$ cat config.mk
export PLATFORM = sky130hd
export DESIGN_NAME = booth_seq_arbiter
export DESIGN_NICKNAME = d
export VERILOG_FILES = /design/src/rtl/booth_seq_arbiter.sv
export SDC_FILE = /design/constraint.sdc
export NUM_CORES = 1
export LEC_CHECK = 0
export BUFFER_PORTS_ARGS = -buffer_cell sky130_fd_sc_hd__clkbuf_2
export CAP_MARGIN = 0
export CORE_ASPECT_RATIO = 0.8
export CORE_MARGIN = 2
export CORE_UTILIZATION = 50
export DETAILED_ROUTE_END_ITERATION = 10
export PLACE_DENSITY = 0.85
export SLEW_MARGIN = 20
export SYNTH_ARGS = -nofsm -noshare
export SYNTH_HDL_FRONTEND = slang
export SYNTH_SLANG_ARGS = --single-unit
$ cat constraint.sdc
create_clock -name clk -period 2.44 [get_ports clk]
set_clock_uncertainty 0.05 [all_clocks]
set_input_delay 0.488 -clock clk [delete_from_list [all_inputs] [get_ports clk]]
set_output_delay 0.488 -clock clk [all_outputs]
set_load 0.03 [all_outputs]
$ cat src/rtl/booth_seq_arbiter.sv
// Sequential radix-2 Booth multiplier shared round-robin between two requesters.
// One Booth step per clock; the result is registered one cycle after the last step.
module booth_seq_arbiter #(
   parameter int WIDTH = 8
) (
   input  logic               clk,
   input  logic               rst,
   input  logic               req0_valid,
   output logic               req0_ready,
   input  logic [WIDTH-1:0]   req0_mplr,
   input  logic [WIDTH-1:0]   req0_mcand,
   input  logic               req1_valid,
   output logic               req1_ready,
   input  logic [WIDTH-1:0]   req1_mplr,
   input  logic [WIDTH-1:0]   req1_mcand,
   output logic               res_valid,
   input  logic               res_ready,
   output logic               res_id,
   output logic [2*WIDTH-1:0] res_product,
   output logic               busy
);

   localparam int CW = $clog2(WIDTH + 1);
   localparam logic [CW-1:0] LAST_STEP = CW'(WIDTH);

   typedef enum logic [1:0] {IDLE, RUN, DONE} state_t;

   state_t           state, state_next;
   logic [WIDTH:0]   a, m, sum;
   logic [WIDTH-1:0] q;
   logic             q_1;
   logic [CW-1:0]    count;
   logic             id;
   logic             rr_last;
   logic             grant;
   logic             accept;
   logic [WIDTH-1:0] sel_mplr, sel_mcand;

   // rr_last holds the most recently served requester; reset to 1 so req0 wins first.
   always_comb begin
      grant = 1'b0;
      if (req0_valid && req1_valid) begin
         grant = ~rr_last;
      end else if (req1_valid) begin
         grant = 1'b1;
      end
   end

   assign req0_ready = (state == IDLE) && !rst && req0_valid && !grant;
   assign req1_ready = (state == IDLE) && !rst && req1_valid && grant;
   assign accept     = req0_ready || req1_ready;
   assign sel_mplr   = grant ? req1_mplr  : req0_mplr;
   assign sel_mcand  = grant ? req1_mcand : req0_mcand;
   assign busy       = (state != IDLE);

   always_comb begin
      sum = a;
      case ({q[0], q_1})
         2'b01:   sum = a + m;
         2'b10:   sum = a - m;
         default: sum = a;
      endcase
   end

   always_comb begin
      state_next = state;
      case (state)
         IDLE:    if (accept) state_next = RUN;
         RUN:     if (count == LAST_STEP) state_next = DONE;
         DONE:    if (res_ready) state_next = IDLE;
         default: state_next = IDLE;
      endcase
   end

   always_ff @(posedge clk or posedge rst) begin
      if (rst) begin
         state       <= IDLE;
         a           <= '0;
         m           <= '0;
         q           <= '0;
         q_1         <= 1'b0;
         count       <= '0;
         id          <= 1'b0;
         rr_last     <= 1'b1;
         res_valid   <= 1'b0;
         res_id      <= 1'b0;
         res_product <= '0;
      end else begin
         state <= state_next;
         case (state)
            IDLE: begin
               if (accept) begin
                  m       <= {sel_mcand[WIDTH-1], sel_mcand};
                  q       <= sel_mplr;
                  q_1     <= 1'b0;
                  a       <= '0;
                  count   <= '0;
                  id      <= grant;
                  rr_last <= grant;
               end
            end
            RUN: begin
               if (count != LAST_STEP) begin
                  // Arithmetic right shift of {A,Q,q_1} after the add/sub.
                  a     <= {sum[WIDTH], sum[WIDTH:1]};
                  q     <= {sum[0], q[WIDTH-1:1]};
                  q_1   <= q[0];
                  count <= count + 1'b1;
               end else begin
                  res_product <= {a[WIDTH-1:0], q};
                  res_id      <= id;
                  res_valid   <= 1'b1;
               end
            end
            DONE: begin
               if (res_ready) res_valid <= 1'b0;
            end
            default: ;
         endcase
      end
   end

endmodule

==> flow_metrics.tcl <==
set metrics [dict create \
    start_util_pct 52.09 \
    use_met3_pct 4.378 \
    ys_ff_latch 51 \
    die_w_um 88.60 \
    synth_top_area_share_pct 43.71 \
    synth.area.top_cells "dfrtp_1 44%, mux2_2 7.1%, mux2i_1 5.9%" \
    first_pass_iters 4 \
    grt_antenna_before_repair 0 \
    synthCells 281 \
    syn_area_per_cell_um2 10.19 \
    worstMarginPinSlew_ns 0.5752 \
    crit_chain "inv_1 > ha_1 > mux2_4 > fa_2 > nor2b_4 > o31ai_2 > a31o_1 > xor2_1 > nor3b_2 > a21o_1" \
    layout-drive-gt1-share_pct 36.94 \
    slowest_delay_ns 0.42 \
    grt_pass1_wl_mm 10.18 \
    cts_tree "done" \
    avgRoutedWirePerCell_um 14.13 \
    synth_top_area_cell "dfrtp_1" \
    drv_slew 0 \
    grt_pass1_vias 2164 \
    dp.final_hpwl_mm 4.597 \
    path_buf_inv 1 \
    critical_path_class "flop to flop" \
    ctsLongestPathBuffers 2 \
    cp_top_family "adder cells" \
    period_needed_ns 2.489 \
    crit_path_start_kind "flop" \
    core_um2 5495 \
    clock_sinks 51 \
    seq_area_frac_synth_pct 44.62 \
    clockRootBuffer "clkbuf_8" \
    grt-busiest-layer "met2" \
    synth.cell_area_um2 2863 \
    port_buffers 57 \
    rsz0062_at_grt "yes" \
    synthArstFlopShare_pct 100.0 \
    clk_pin_slew_ns 0.10 \
    finalCritPeriodShare_pct 102.0 \
    setup_ws_ns -0.04937 \
    ys_types 48 \
    status "complete, but fails checks" \
    p_leak_nw 1.761 \
    gp_routability_congestion 0.8733 \
    clk-insertion-delay-late_ns 0.31 \
    cts.htree.levels 2 \
    fin_nets 409 \
    grtUsageMet2_pct 32.50 \
    die_y_um 71.68 \
    fill_cells 447 \
    antenna_cells 0 \
    drcViolationCount 0 \
    met1_usage_pct 29.84 \
    peakVddDrop_mv 0.7211 \
    grt_use_total_pct 20.76 \
    setup_violations 1 \
    dpl_worst_slack_ns -0.05056 \
    synth_edf_count 0 \
    crit_fanout 3 \
    antenna_left 0 \
    slew_headroom_pct 61.56 \
    worstPathRequired_ns 2.59 \
    finalHoldViolCount 0 \
    wl_mm 6.187 \
    power.density_nw_per_um2 1662 \
    cpMaxStageDelayCell "fa_2" \
    area_growth_pct 23.86 \
    die-area_um2 6351 \
    grt.overflow.total 0 \
    finalSetupTns_ns -0.04937 \
    failed_checks "setup timing" \
    holdBufCountCts 0 \
    timing.fmax_mhz 401.7 \
    synthesis.nets 331 \
    holdCritPathClass "primary input to asynchronous set/reset pin" \
    critPathCaptureType "flop" \
    cp.arrival_ns 2.64 \
    rows 24 \
    vias 2313 \
    cap_violations 0 \
    yosys_warnings 0 \
    grt_max_degree 36 \
    vias_per_cell 5.281 \
    drtIter0Drc 166 \
    synth-main-ff-cell "dfrtp_1" \
    cts-buffers-inserted 5 \
    num_io_pins 58 \
]
## power by group
| group | leakage, nW | total [mW] | internal, mW | switching (mW) |
|---|---|---|---|---|
| Clock | 0.0474 | 0.525 | 0.232 | 0.293 |
| Sequential | 0.647 | 1.53 | 1.23 | 0.304 |
| Combinational | 1.07 | 3.83 | 1.82 | 2.02 |
| Total | 1.76 | 5.89 | 3.28 | 2.61 |
## worst register-to-register path, delay by kind of cell, from the launching register on
family / cells / cell delay (ns)
AOI/OAI and AO/OA: 3 / 0.46
xor gates and xnor gates: 1 / 0.16
adders and majority gates: 2 / 0.70
buffers and inverters: 1 / 0.05
DFF: 1 / 0.38
muxes: 1 / 0.29
and+or+nand+nor: 2 / 0.31
## area by class of cell
type                            instances  area (µm²)  share of cell area (%)
Multi-Input combinational cell        207        1530                   43.15
Sequential cell                        51        1277                   36.03
Timing Repair Buffer                   83       500.5                   14.11
Tap cell                               78       97.59                   2.752
Clock buffer                            6       82.58                   2.329
Inverter                               11       41.29                   1.164
Clock inverter                          2       16.27                  0.4587
## timing repair
item / CTS / global route
hold endpoints to repair: 0 / 0
setup endpoints to repair: 3 / 5
gates resized for setup: 3 / 12
buffers inserted: 2 / 9
pin swaps: 1 / 10
## cell usage in the layout (no fill, tap or decap), types with 3 or more instances in the layout
cell type | synthesis | layout
dfrtp_1 | 50 | 50
ha_1 | 12 | 11
clkbuf_2 | 0 | 57
nand2_1 | 31 | 31
a21oi_1 | 12 | 12
a21o_1 | 6 | 6
xnor2_1 | 8 | 8
o21ai_0 | 29 | 28
buf_4 | 6 | 23
nand3_1 | 6 | 6
inv_1 | 10 | 8
o21a_1 | 5 | 5
xor2_1 | 5 | 5
nor2_1 | 20 | 18
nor3_2 | 1 | 3
clkbuf_8 | 0 | 6
inv_2 | 1 | 3
mux2_2 | 18 | 17
mux2i_1 | 17 | 17
## cell usage after synthesis (2+ instances only)
| cell type | count |
|---|---|
| nor3_1 | 3 |
| buf_4 | 6 |
| buf_2 | 3 |
| nor2_4 | 2 |
| nor2b_1 | 2 |
| ha_1 | 12 |
| o21ai_0 | 29 |
| o21a_1 | 5 |
| xor2_1 | 5 |
| mux2_2 | 18 |
| a21o_1 | 6 |
| and2_1 | 2 |
| xnor2_1 | 8 |
| nand3_1 | 6 |
| nor2_1 | 20 |
| o211ai_1 | 2 |
| a31oi_1 | 2 |
| a21oi_1 | 12 |
| inv_1 | 10 |
| nand2b_1 | 2 |
| clkbuf_1 | 3 |
| mux2i_1 | 17 |
| nand2_1 | 31 |
| a22o_1 | 2 |
| dfrtp_1 | 50 |
## cell families (layout without fill, tap and decap cells)
family                   after synthesis  in the layout  share of synthesized area (%)
multiplexers                          35             35                          13.02
buffers and inverters                 23            102                          3.933
adder cells (fa/ha/maj)               13             13                          5.944
AO/OA/AOI/OAI                         70             70                          15.17
AND/OR/NAND/NOR                       76             76                          13.33
flip-flops                            51             51                          44.62
XOR/XNOR                              13             13                          3.977
## metal layers
metal,wire [µm],share of wire (%)
met2,2835,46
met3,399,6.4
met5,0,0
met1,2874,46
met4,77,1.2
## stage by stage
step           cells  instance area (µm²)  hold WS, ns  utilization (%)  power (mW)
2_1_floorplan    281                 2865       0.3941                -       4.045
3_3_place_gp     419                 3306       0.4104            60.15       4.793
3_5_place_dp     419                 3306       0.4319            60.15       4.949
4_1_cts          429                 3436       0.1086            62.52       5.556
5_1_grt          438                 3546       0.1376            64.53       6.371
6_report         438                 3546       0.1049            64.53       5.894
## final timing paths
| path | endpoint | startpoint | cells after the start | slack, ns |
|---|---|---|---|---|
| max in group asynchronous | count[2] | rst | 3 | 1.73 |
| worst min register to register | id | id | 1 | 0.45 |
| worst max-delay path | a[7] | m[0] | 10 | -0.05 |
| worst max register to register | a[7] | m[0] | 10 | -0.05 |
| min in group clk | state[1] | res_ready | 2 | 0.33 |
| worst min-delay path | res_product[14] | rst | 2 | 0.10 |
## registers in the layout, summed over array words and instances, names as in the netlist
signal,count
a,8
count,4
id,1
m,8
q,8
q_1,1
res_id,1
res_product,16
res_valid,1
rr_last,1
state,2
Note: power is estimated with default switching activity, not from simulation.
